File: config.mk
export PLATFORM = sky130hd
export DESIGN_NAME = lane_serializer
export DESIGN_NICKNAME = d
export VERILOG_FILES = /design/src/rtl/lane_serializer.sv
export SDC_FILE = /design/constraint.sdc
export NUM_CORES = 1
export LEC_CHECK = 0
export BUFFER_PORTS_ARGS = -buffer_cell sky130_fd_sc_hd__buf_4
export CAP_MARGIN = 20
export CORE_ASPECT_RATIO = 2
export CORE_MARGIN = 2
export CORE_UTILIZATION = 48
export DETAILED_ROUTE_END_ITERATION = 12
export HOLD_SLACK_MARGIN = 0.15
export PLACE_DENSITY = 0.76
export SYNTH_ARGS = -nofsm -noshare
export SYNTH_HDL_FRONTEND = slang
export SYNTH_SLANG_ARGS = --single-unit
File: constraint.sdc
create_clock -name clk -period 1.8 [get_ports clk]
set_input_delay 0.18 -clock clk [delete_from_list [all_inputs] [get_ports clk]]
set_output_delay 0.18 -clock clk [all_outputs]
set_load 0.05 [all_outputs]
File: src/rtl/lane_serializer.sv
// lane_serializer: captures an N-lane frame of 28-bit words and emits the lanes one per handshake
module lane_serializer #(
    parameter int N  = 4,
    parameter int LW = (N > 1) ? $clog2(N) : 1
) (
    input  logic               clk,
    input  logic               rst_n,
    input  logic               in_valid,
    output logic               in_ready,
    input  logic [N-1:0][27:0] in_data,
    output logic               out_valid,
    input  logic               out_ready,
    output logic [27:0]        out_data,
    output logic [LW-1:0]      out_lane,
    output logic               out_last,
    output logic [15:0]        frame_cnt
);
    typedef enum logic {IDLE, SEND} state_t;

    localparam logic [LW-1:0] LAST = LW'(N - 1);

    state_t             state_q, state_d;
    logic [LW-1:0]      lane_q, lane_d;
    logic [N-1:0][27:0] buf_q, buf_d;
    logic [15:0]        frame_cnt_q, frame_cnt_d;
    logic               out_valid_q, out_valid_d;
    logic               out_last_q, out_last_d;
    logic [27:0]        out_data_q, out_data_d;
    logic               at_last, word_xfer, frame_done, frame_xfer;

    assign at_last    = lane_q == LAST;
    assign word_xfer  = out_valid_q && out_ready;
    assign frame_done = word_xfer && at_last;
    assign in_ready   = (state_q == IDLE) || frame_done;
    assign frame_xfer = in_valid && in_ready;

    // Next state: a finishing frame can hand over directly to a new one so frames stream without a bubble
    always_comb begin
        buf_d       = frame_xfer ? in_data : buf_q;
        state_d     = frame_xfer ? SEND : (frame_done ? IDLE : state_q);
        lane_d      = (frame_xfer || frame_done) ? '0 : (word_xfer ? lane_q + LW'(1) : lane_q);
        frame_cnt_d = frame_cnt_q + {15'd0, frame_done};
        out_valid_d = state_d == SEND;
        out_last_d  = (state_d == SEND) && (lane_d == LAST);
        out_data_d  = buf_d[lane_d];
    end

    // State and registered outputs; reset clears everything including the frame buffer
    always_ff @(posedge clk or negedge rst_n) begin
        if (!rst_n) begin
            state_q     <= IDLE;
            lane_q      <= '0;
            buf_q       <= '0;
            frame_cnt_q <= '0;
            out_valid_q <= 1'b0;
            out_last_q  <= 1'b0;
            out_data_q  <= '0;
        end else begin
            state_q     <= state_d;
            lane_q      <= lane_d;
            buf_q       <= buf_d;
            frame_cnt_q <= frame_cnt_d;
            out_valid_q <= out_valid_d;
            out_last_q  <= out_last_d;
            out_data_q  <= out_data_d;
        end
    end

    assign out_valid = out_valid_q;
    assign out_data  = out_data_q;
    assign out_lane  = lane_q;
    assign out_last  = out_last_q;
    assign frame_cnt = frame_cnt_q;
endmodule

### Yosys cells after proc, flatten, opt, wreduce, memory -nomap -nowiden

Cells that the tools add are included.

* flip-flop bits (word level): 160
* bits of input ports: 116
* output and inout bits: 49
* logic and storage cells: 28

* add/sub/neg operators: 2
* magnitude comparators: 1
* eq/ne operators: 2
* muxes and demuxes: 7
* bitwise logic cells: 1
* reduce and logical (&&, ||, !) cells: 6

Operators with widths (number)
* $mux W112: 1
* $bmux W28 S2: 1
* $mux W28: 1
* $add A16 B1 Y16: 1
* $eq A2 B2 Y1 const B: 2
* $logic_and A1 B1 Y1: 4
* $mux W2: 2
* $lt A2 B3 Y1 const B: 1
* $add A2 B1 Y2 const B: 1
* $logic_or A1 B1 Y1: 2
* $mux W1: 2
* $not A1 Y1: 1

### Depth between registers and ports, before layout

Gate-level depths: netlist (run 1).

* word-level depth: 8
* mapped depth: 8
* gate-level depth less buffers: 8

### Worst setup path before layout (run 1)

Ideal clock, no wire load.

* path kind: register -> register
* from: register lane_q[0] (netlist: out_lane[0])
* to: register out_data_q[20] (netlist: out_data[20])
* setup time: 0.134 ns
* arrival time: 2.205 ns
* required time: 1.666 ns
* path slack: -0.539 ns
* cell stages (with the launch flop): 9
* path buffers: 2
* period minus slack after synthesis: 2.339 ns
* cell sequence: dfrtp_1 ha_1 a21bo_4 nand2_2 buf_6 buf_4 mux2_2 nor3_1 a211oi_2

RTL lines
* start: declaration: line 23 `logic [LW-1:0] lane_q, lane_d;`
* start signal: assignment: line 60 `lane_q <= lane_d;`
* end signal: assignment: line 65 `out_data_q <= out_data_d;`
* end: declaration: line 28 `logic [27:0] out_data_q, out_data_d;`

==> out/results.ini, run 1 <==
[global_route]
grt_max_degree = 92
grt_pass1_vias = 5883
antenna_found_initial = 0
grt_pass1_wl_um = 30570
globalRoute.totalOverflow = 0
grt.total_usage_pct = 27.38

[placement]
numPortBuffers = 164
gp_congestion = 0.8363
dpl_cell_area_um2 = 8757
dp_hpwl_um = 12440

[yosys]
syn_area_um2 = 6782
synth.area.top_cells = dfrtp_1 59%, mux2_2 14%, mux2i_1 4.4%, a211oi_2 3.9%, o22ai_2 3.7%
postSynthCellCount = 473
yosysSeqAreaShare_pct = 59.04
ys_warn_count = 0
synth_most_common_cell = dfrtp_1
synth_top_area_share_pct = 59.04
synth_seq_cells = 160
synth_common_cells = 160 x dfrtp_1, 83 x mux2_2, 31 x inv_1, 30 x mux2i_1, 28 x nor3_1
synthFlopType = dfrtp_1
postSynth.asyncResetShare_pct = 100.0
synth-edff-count = 0
syn_area_per_cell_um2 = 14.34
synth_cell_types = 43
syn_nets = 592
synth_top_area_cell = dfrtp_1

[power]
cellPowerDensity_nw_per_um2 = 1788
p_comb_share_pct = 52.5
leakagePower_nw = 5.306
intPower_w = 0.01209
p_switching_w = 0.007984
swShare_pct = 39.78
clkPwrFrac_pct = 17.4
peakVddDrop_v = 0.001609
finalPower_w = 0.02007
pwr-share-seq_pct = 30.1

[worst_setup_path]
max_stage_delay_ps = 430
path_buf_inv = 1
end_kind = flip-flop
critPathRequiredTime_ps = 2100
path_max_fanout = 11
slowest_stage = dfrtp_2
path_cells = ha_4 > a21bo_4 > nand2_8 > buf_12 > mux2_2 > o22ai_2 > a211oi_2
critical_path_class = flip-flop to flip-flop
r2r_slack_ps = -120
cpLargestDelayFamily = compound AO/OA/AOI/OAI gates
start_kind = flip-flop
cp_data_arrival_time_ps = 2220

[sta]
final.setup_skew_ps = 11.49
period_share_pct = 106.5
worst_pin_slew_ps = 500.2
fin_setup_tns_ps = -2064
slew_headroom_pct = 66.65
setup_ws_ps = -116.1
timing.final.crit_period_ps = 1916
whs_ps = 300.3
setup_viol = 29
slew_violations = 0
finalHoldViolations = 0
rsz0062_at_grt = yes
fmax_mhz = 521.9

[clock_network]
clkTransAtPathRegs_ps = 70
htreeDepth = 4
cts_made_buffers = 17
clock_path_buffers = 2
cts_tree = done
clk_latency_ps = 420
cts_root_buffer = clkbuf_16
cts_num_sinks = 160

[floorplanning]
die_area_um2 = 15150
core_area_um2 = 13890
rows = 61
die_x_um = 88.05
ios = 165
initial_core_util_pct = 48.82
chipHeight_um = 172.1

[finish]
area_growth_pct = 65.55
fin_util_pct = 80.82
drive_gt1_share_pct = 55.26
antenna_cells = 0
fillers = 764
fin_area_um2 = 11230
fin_nets = 924

[route]
drc_errors = 0
wl_per_cell_um = 21.58
drt_iter0_drc = 221
detail-route-antenna-nets = 0
via_per_inst = 5.239
dr.pass1.iters = 4
dr_total_vias = 5276
wirelength_um = 21730

[run]
cap_viol_max_count = 0

[run_status]
status = finished, violations left
violations = negative setup slack

[min_path]
hp-class = input port to asynchronous set/reset pin

-- sequential cells by signal, summed over array words and instances (netlist names) --
name       flops
out_lane       2
out_data      28
buf_q        112
out_last       1
state_q        1
frame_cnt     16
-- cells by family (layout without fill, tap and decap cells) --
family                     count (synthesis)  after routing  synth area share (%)
DFF                                      160            160                 59.04
xor gates and xnor gates                  14             14                 1.808
adders and majority gates                  3              3                0.5536
and+or+nand+nor                           65             66                 5.406
AOI/OAI and AO/OA                         59             59                 9.557
buffers and inverters                     57            401                 5.092
muxes                                    115            115                 18.54
-- worst min-delay path, delay by kind of cell --
family	cells	cell delay, ps
buffers and inverters	3	950
-- final timing paths --
kind	to	startpoint	depth (start not counted)
setup / recovery	out_data[8]	out_lane[1]	7
hold / removal	state_q	rst_n	3
setup reg to reg	out_data[8]	out_lane[1]	7
hold reg to reg	frame_cnt[15]	frame_cnt[15]	1
max in group asynchronous	buf_q[42]	rst_n	3
min in group clk	frame_cnt[15]	frame_cnt[15]	1
-- per-stage QoR --
step | instances | worst slack, ps
floorplan | 473 | -244.7
global placement | 834 | -67.75
detailed placement | 834 | -110.1
CTS | 998 | -118.9
global route | 1007 | -160.5
finish | 1007 | -116.1
-- placed cells by master, fill, tap and decap left out, types with 2 or more instances in the layout --
cell type        n
a211oi_1         3
a211oi_2        24
buf_12          14
buf_4          192
buf_6            9
clkbuf_1         2
clkbuf_16       22
clkinv_2         2
clkinv_4         3
clkinvlp_4       2
dfrtp_1        157
dfrtp_2          3
dlygate4sd3_1  115
ha_4             3
inv_1           30
inv_6            3
inv_8            2
mux2_2          34
mux2_4          51
mux2i_1         13
mux2i_2          7
mux2i_4         10
nand2_1          7
nand2_8          2
nand2b_1         2
nand3_1          3
nand3_4          3
nand4_1          4
nor2_1           6
nor2_4           2
nor3_2          17
nor3_4          11
o22ai_1          2
o22ai_2         24
xnor2_1          9
xor2_1           5
-- power groups by stage --
stage / clock, W / combinational, W / sequential (W)
after floorplan: 0 / 0.00496 / 0.00715
after global placement: 0 / 0.00855 / 0.00583
after detailed placement: 0 / 0.00880 / 0.00594
after CTS: 0.00350 / 0.00957 / 0.00590
after global routing: 0.00371 / 0.0110 / 0.00617
final: 0.00350 / 0.0105 / 0.00605
-- what timing repair did --
item,CTS,global route
hold buffers,115,0
pin swaps,5,23
setup endpoints to repair,36,49
gates cloned,2,5
gates resized for setup,40,51
hold endpoints to repair,274,0
setup buffers,15,4
-- layout make-up --
| class | instances | area (µm²) | area share, % |
|---|---|---|---|
| Multi-Input combinational cell | 257 | 3156 | 28.11 |
| Clock inverter | 13 | 130.1 | 1.159 |
| Tap cell | 189 | 236.5 | 2.106 |
| Inverter | 32 | 122.6 | 1.092 |
| Timing Repair Buffer | 337 | 3142 | 27.98 |
| Clock buffer | 19 | 432.9 | 3.856 |
| Sequential cell | 160 | 4008 | 35.70 |
-- per-layer routing --
layer	share of wire, %	vias up	track usage [%]
met5	0	-	0
met4	4.7	0	13.83
met3	3.7	68	5.680
met2	59	183	51.25
met1	33	2676	27.72
li1	-	2349	-
(Power assumes the default switching activity.)
==> inputs of run 2 (changes only) <==
Settings changed: MAX_ROUTING_LAYER set to met4.
==> out/results.ini, run 2 (synthesized netlist as in run 1, its figures left out) <==
[run_status]
status = finished, violations left
violations = negative setup slack

[floorplanning]
rows = 61  ; unchanged
core_area_um2 = 13890  ; unchanged
ios = 165  ; unchanged
chipHeight_um = 172.1  ; unchanged
die_x_um = 88.05  ; unchanged
die_area_um2 = 15150  ; unchanged
initial_core_util_pct = 48.82  ; unchanged

[power]
pwr-share-seq_pct = 29.7  ; -0.4 points
cellPowerDensity_nw_per_um2 = 1800  ; +0.70%
swShare_pct = 39.93  ; +0.16 points
peakVddDrop_v = 0.001618  ; +0.51%
clkPwrFrac_pct = 17.3  ; about the same
intPower_w = 0.01221  ; +0.99%
leakagePower_nw = 5.347  ; +0.76%
p_switching_w = 0.008116  ; +1.7%
p_comb_share_pct = 53.0  ; +0.5 points
finalPower_w = 0.02032  ; +1.3%

[sta]
slew_headroom_pct = 67.24  ; +0.58 points
slew_violations = 0  ; unchanged
fmax_mhz = 521.2  ; -0.12%
setup_ws_ps = -118.5  ; -2.368 ps
setup_viol = 31  ; +6.9%
whs_ps = 307.2  ; +6.991 ps
worst_pin_slew_ps = 491.5  ; -8.739 ps
period_share_pct = 106.6  ; +0.13 points
rsz0062_at_grt = yes
final.setup_skew_ps = 9.211  ; -2.278 ps
timing.final.crit_period_ps = 1918  ; +2.368 ps
finalHoldViolations = 0  ; unchanged

[finish]
mostFrequentLayoutCell = buf_4
drive_gt1_share_pct = 55.19  ; -0.067 points
fin_nets = 925  ; +0.11%
antenna_cells = 0  ; unchanged
area_growth_pct = 66.46
fin_area_um2 = 11290  ; +0.55%
largest_reg_flops = 112  ; unchanged
final_cell_mix = 191 x buf_4, 157 x dfrtp_1, 115 x dlygate4sd3_1, 56 x mux2_4, 30 x inv_1
regMostFlops = buf_q

[placement]
dp_hpwl_um = 12440  ; unchanged
numPortBuffers = 164  ; unchanged
place_ws_ps = -110.1  ; unchanged
dpl_cell_area_um2 = 8757  ; unchanged
gp_congestion = 0.8492  ; +1.5%

[route]
wl_per_cell_um = 21.83  ; +1.2%
drc_errors = 0  ; unchanged
wirelength_um = 22000  ; +1.3%
via_per_inst = 5.275  ; +0.68%
drt_iter0_drc = 207  ; -6.3%
dr.pass1.iters = 4  ; unchanged
dr_total_vias = 5317  ; +0.78%
detail-route-antenna-nets = 0  ; unchanged

[clock_network]
cts_made_buffers = 17  ; unchanged
clkTransAtPathRegs_ps = 70  ; about the same
clock_path_buffers = 2  ; unchanged
htreeDepth = 4  ; unchanged
cts_root_buffer = clkbuf_16
cts_tree = done
clk_latency_ps = 430  ; about the same
cts_num_sinks = 160  ; unchanged

[worst_setup_path]
critPathLaunch = out_lane[1]
path_max_fanout = 9  ; -2
r2r_slack_ps = -120  ; about the same
timing.rr.start = out_lane[1]
start_kind = flip-flop
critPathRequiredTime_ps = 2110  ; about the same
critical_path_class = flip-flop to flip-flop
cp_data_arrival_time_ps = 2230  ; about the same
end_kind = flip-flop

[min_path]
hp-class = input port to asynchronous set/reset pin

[global_route]
grt_max_degree = 92  ; unchanged
globalRoute.totalOverflow = 0  ; unchanged
grt.total_usage_pct = 28.11  ; +0.73 points
grt_pass1_vias = 5890  ; +0.12%
antenna_found_initial = 0  ; unchanged
grt_pass1_wl_um = 30540  ; about the same

[run]
cap_viol_max_count = 0  ; unchanged

-- run 2: what timing repair did --
action / in CTS / in global routing
hold endpoints to repair: 274 / 0
hold buffers: 115 / 0
cloned: 2 / 5
buffers inserted: 15 / 5
setup endpoints to repair: 36 / 49
resized for setup: 40 / 64
pin swaps: 5 / 24
-- run 2: through the flow --
stage	cells	util, %	setup TNS [ps]
after floorplan	473	-	-15180
after global routing	1008	81.26	-3610
after global placement	834	63.04	-846.1
after detailed placement	834	63.04	-2268
final	1008	81.26	-2105
after CTS	998	77.76	-1953
-- run 2: path summary, 6_finish.rpt --
kind | endpoint | cells past startpoint
worst min register to register | frame_cnt[15] | 1
min in group clk | frame_cnt[15] | 1
worst max-delay path | out_data[18] | 7
worst min-delay path | state_q | 3
worst max register to register | out_data[18] | 7
max in group asynchronous | buf_q[67] | 3
-- run 2: cell type report --
cell class	count	area (µm²)
multi-input cells	257	3194
flip-flops and latches	160	4008
well taps	189	236.5
repair buffers	338	3164
clock buffers	19	432.9
clock inverters	13	130.1
inverters	32	122.6
fillers	757	2603
-- run 2: worst max-delay path: stages (launching register included) --
cell      delay [ps]
dfrtp_2          430
ha_4             180
a21bo_4          260
nand2_8          160
buf_12           170
mux2_2           370
o22ai_2          180
a211oi_2          60
-- run 2: power by group through the flow --
stage / sequential [W] / clock [W] / combinational (W)
global placement: 0.00583 / 0 / 0.00855
floorplan: 0.00715 / 0 / 0.00496
CTS: 0.00590 / 0.00350 / 0.00957
global route: 0.00616 / 0.00371 / 0.0113
finish: 0.00604 / 0.00351 / 0.0108
detailed placement: 0.00594 / 0 / 0.00880
-- run 2: layer usage --
layer	global-route usage (%)	vias up	share of wire [%]
met4	12.85	0	5.4
met2	51.55	193	58
li1	-	2351	-
met1	27.85	2696	33
met3	5.585	77	3.7
met5	-	-	0
==> inputs of run 3 (changes only) <==
Settings changed: BUFFER_PORTS_ARGS -buffer_cell sky130_fd_sc_hd__buf_4 to unset, CORE_UTILIZATION 48 to 57, DONT_BUFFER_PORTS set to 1, MAX_ROUTING_LAYER met4 to unset, PLACE_DENSITY 0.76 to 0.75.
==> out/results.ini, run 3 (synthesized netlist as in run 1, its figures left out) <==
[worst_setup_path]
path_max_fanout = 6  ; -3
critical_path_class = flip-flop to flip-flop
path_cells = ha_4 > a21bo_4 > nand2_8 > buf_12 > buf_16 > mux2_4 > o22ai_4 > a211oi_2
slowest_stage = dfrtp_2
cpLargestDelayFamily = compound AO/OA/AOI/OAI gates
end_kind = flip-flop
path_buf_inv = 2  ; +1
start_kind = flip-flop
max_stage_delay_ps = 420  ; about the same
cp_data_arrival_time_ps = 2270  ; +40 ps
critPathRequiredTime_ps = 2090  ; -20 ps

[route]
dr_wl_met2_um = 12370  ; -3.1%
via_per_inst = 5.954  ; +13%
wl_met1_um = 7281  ; +0.55%
wl_per_cell_um = 26.56  ; +22%
top_layer = met4
dr.pass1.iters = 4  ; unchanged
drt_iter0_drc = 301  ; +45%
detail-route-antenna-nets = 0  ; unchanged
dr_total_vias = 4870  ; -8.4%
wirelength_um = 21730  ; -1.3%
drc_errors = 0  ; unchanged
met3_length_um = 1080  ; +32%

[sta]
worst_pin_slew_ps = 509.9  ; +18.41 ps
slew_violations = 0  ; unchanged
period_share_pct = 109.9  ; +3.3 points
slew_headroom_pct = 66.03  ; -1.2 points
setup_viol = 45  ; +45%
setup_ws_ps = -178.2  ; -59.69 ps
fmax_mhz = 505.5  ; -3.0%
timing.final.crit_period_ps = 1978  ; +59.69 ps
final.setup_skew_ps = 11.21  ; +1.997 ps
finalHoldViolations = 160  ; +160
whs_ps = -554.1  ; -861.3 ps
rsz0062_at_grt = yes

[floorplanning]
die_area_um2 = 12840  ; -15%
initial_core_util_pct = 57.96  ; +9.1 points
die_x_um = 81.13  ; -7.9%
rows = 56  ; -8.2%
core_area_um2 = 11700  ; -16%
chipHeight_um = 158.3  ; -8.0%
ios = 165  ; unchanged

[clock_network]
clk_latency_ps = 420  ; about the same
htreeDepth = 4  ; unchanged
cts_made_buffers = 17  ; unchanged
cts_tree = done
clock_path_buffers = 2  ; unchanged
cts_num_sinks = 160  ; unchanged
clkTransAtPathRegs_ps = 70  ; about the same
cts_root_buffer = clkbuf_16

[placement]
gp_congestion = 0.8251  ; -2.8%
dp_hpwl_um = 10950  ; -12%
dpl_cell_area_um2 = 7617  ; -13%
place_ws_ps = -184.8  ; -74.66 ps
numPortBuffers = 0  ; -100%

[power]
p_comb_share_pct = 45.9  ; -7.1 points
leakagePower_nw = 4.646  ; -13%
intPower_w = 0.01184  ; -3.0%
pwr-share-seq_pct = 36.6  ; +6.9 points
swShare_pct = 40.96  ; +1.0 points
clkPwrFrac_pct = 17.5  ; +0.2 points
p_switching_w = 0.008217  ; +1.2%
peakVddDrop_v = 0.001512  ; -6.5%
cellPowerDensity_nw_per_um2 = 1955  ; +8.6%

[finish]
final_cell_mix = 157 x dfrtp_1, 115 x dlygate4sd3_1, 52 x mux2_4, 37 x buf_4, 33 x mux2_2
regMostFlops = buf_q
mostFrequentLayoutCell = dfrtp_1
fin_area_um2 = 10260  ; -9.1%
antenna_cells = 0  ; unchanged
fin_nets = 779  ; -16%
area_growth_pct = 51.33
largest_reg_flops = 112  ; unchanged
drive_gt1_share_pct = 46.06  ; -9.1 points

[global_route]
grt.total_usage_pct = 31.20  ; +3.1 points
grt_pass1_vias = 5349  ; -9.2%
antenna_found_initial = 0  ; unchanged
grt_max_degree = 161  ; +75%
globalRoute.totalOverflow = 0  ; unchanged
grt_pass1_wl_um = 28770  ; -5.8%

[min_path]
hp-class = input port to asynchronous set/reset pin

[run_status]
status = finished, violations left
violations = negative hold slack, negative setup slack

[run]
cap_viol_max_count = 0  ; unchanged

[run 3: cell types whose count changed in the layout (fill, tap and decap cells not counted), moves of 5 or more]
cell,before,now
o22ai_4,3,9
buf_4,191,37
o22ai_2,23,18
mux2i_2,9,2
buf_8,3,9
mux2i_4,9,14
[run 3: metal layers]
metal / vias to the layer above / GRT usage, %
met4: 0 / 15.42
met5: - / 0
met1: 2517 / 33.06
met2: 226 / 56.40
li1: 2065 / -
met3: 62 / 7.370
[run 3: worst paths after layout]
check                            start      endpoint  slack, ps  cells past startpoint
max                        out_lane[0]  out_data[13]       -180                      8
min                              rst_n     buf_q[34]       -550                      0
max reg2reg                out_lane[0]  out_data[13]       -180                      8
min reg2reg                  buf_q[27]     buf_q[27]        500                      1
max in group asynchronous        rst_n      buf_q[4]       2060                      0
min in group clk              in_valid     buf_q[27]        190                      3
[run 3: area by class of cell]
cell class | instances | area [µm²]
multi-input cells | 258 | 3271
inverters | 32 | 120.1
fillers | 474 | 1439
flip-flops and latches | 160 | 4008
clock inverters | 14 | 131.4
repair buffers | 191 | 2112
well taps | 145 | 181.4
clock buffers | 18 | 439.2
[run 3: through the flow]
| step | utilization, % | setup TNS, ps | hold WS, ps | cells | total power, W |
|---|---|---|---|---|---|
| floorplan | - | -15180 | -115.6 | 473 | 0.01211 |
| global placement | 65.10 | -1576 | -112.7 | 651 | 0.01361 |
| detailed placement | 65.10 | -3029 | -112.6 | 651 | 0.01395 |
| CTS | 83.11 | -2749 | -569.6 | 807 | 0.01841 |
| global route | 87.70 | -6395 | -571.4 | 818 | 0.02083 |
| finish | 87.70 | -4307 | -554.1 | 818 | 0.02006 |
[run 3: timing repair]
item / 4_1_cts / 5_1_grt
endpoints found under the setup margin: 35 / 51
hold endpoints to repair: 303 / 162
pin swaps: 9 / 17
hold buffers: 115 / 1
setup buffers: 3 / 10
gates cloned: 6 / 1
gates resized for setup: 49 / 85
[run 3: power by group through the flow]
stage	clock (W)	sequential [W]	combinational, W
after floorplan	0	0.00715	0.00496
after global placement	0	0.00706	0.00655
after detailed placement	0	0.00712	0.00682
after CTS	0.00350	0.00710	0.00781
after global routing	0.00369	0.00747	0.00967
final	0.00351	0.00734	0.00921
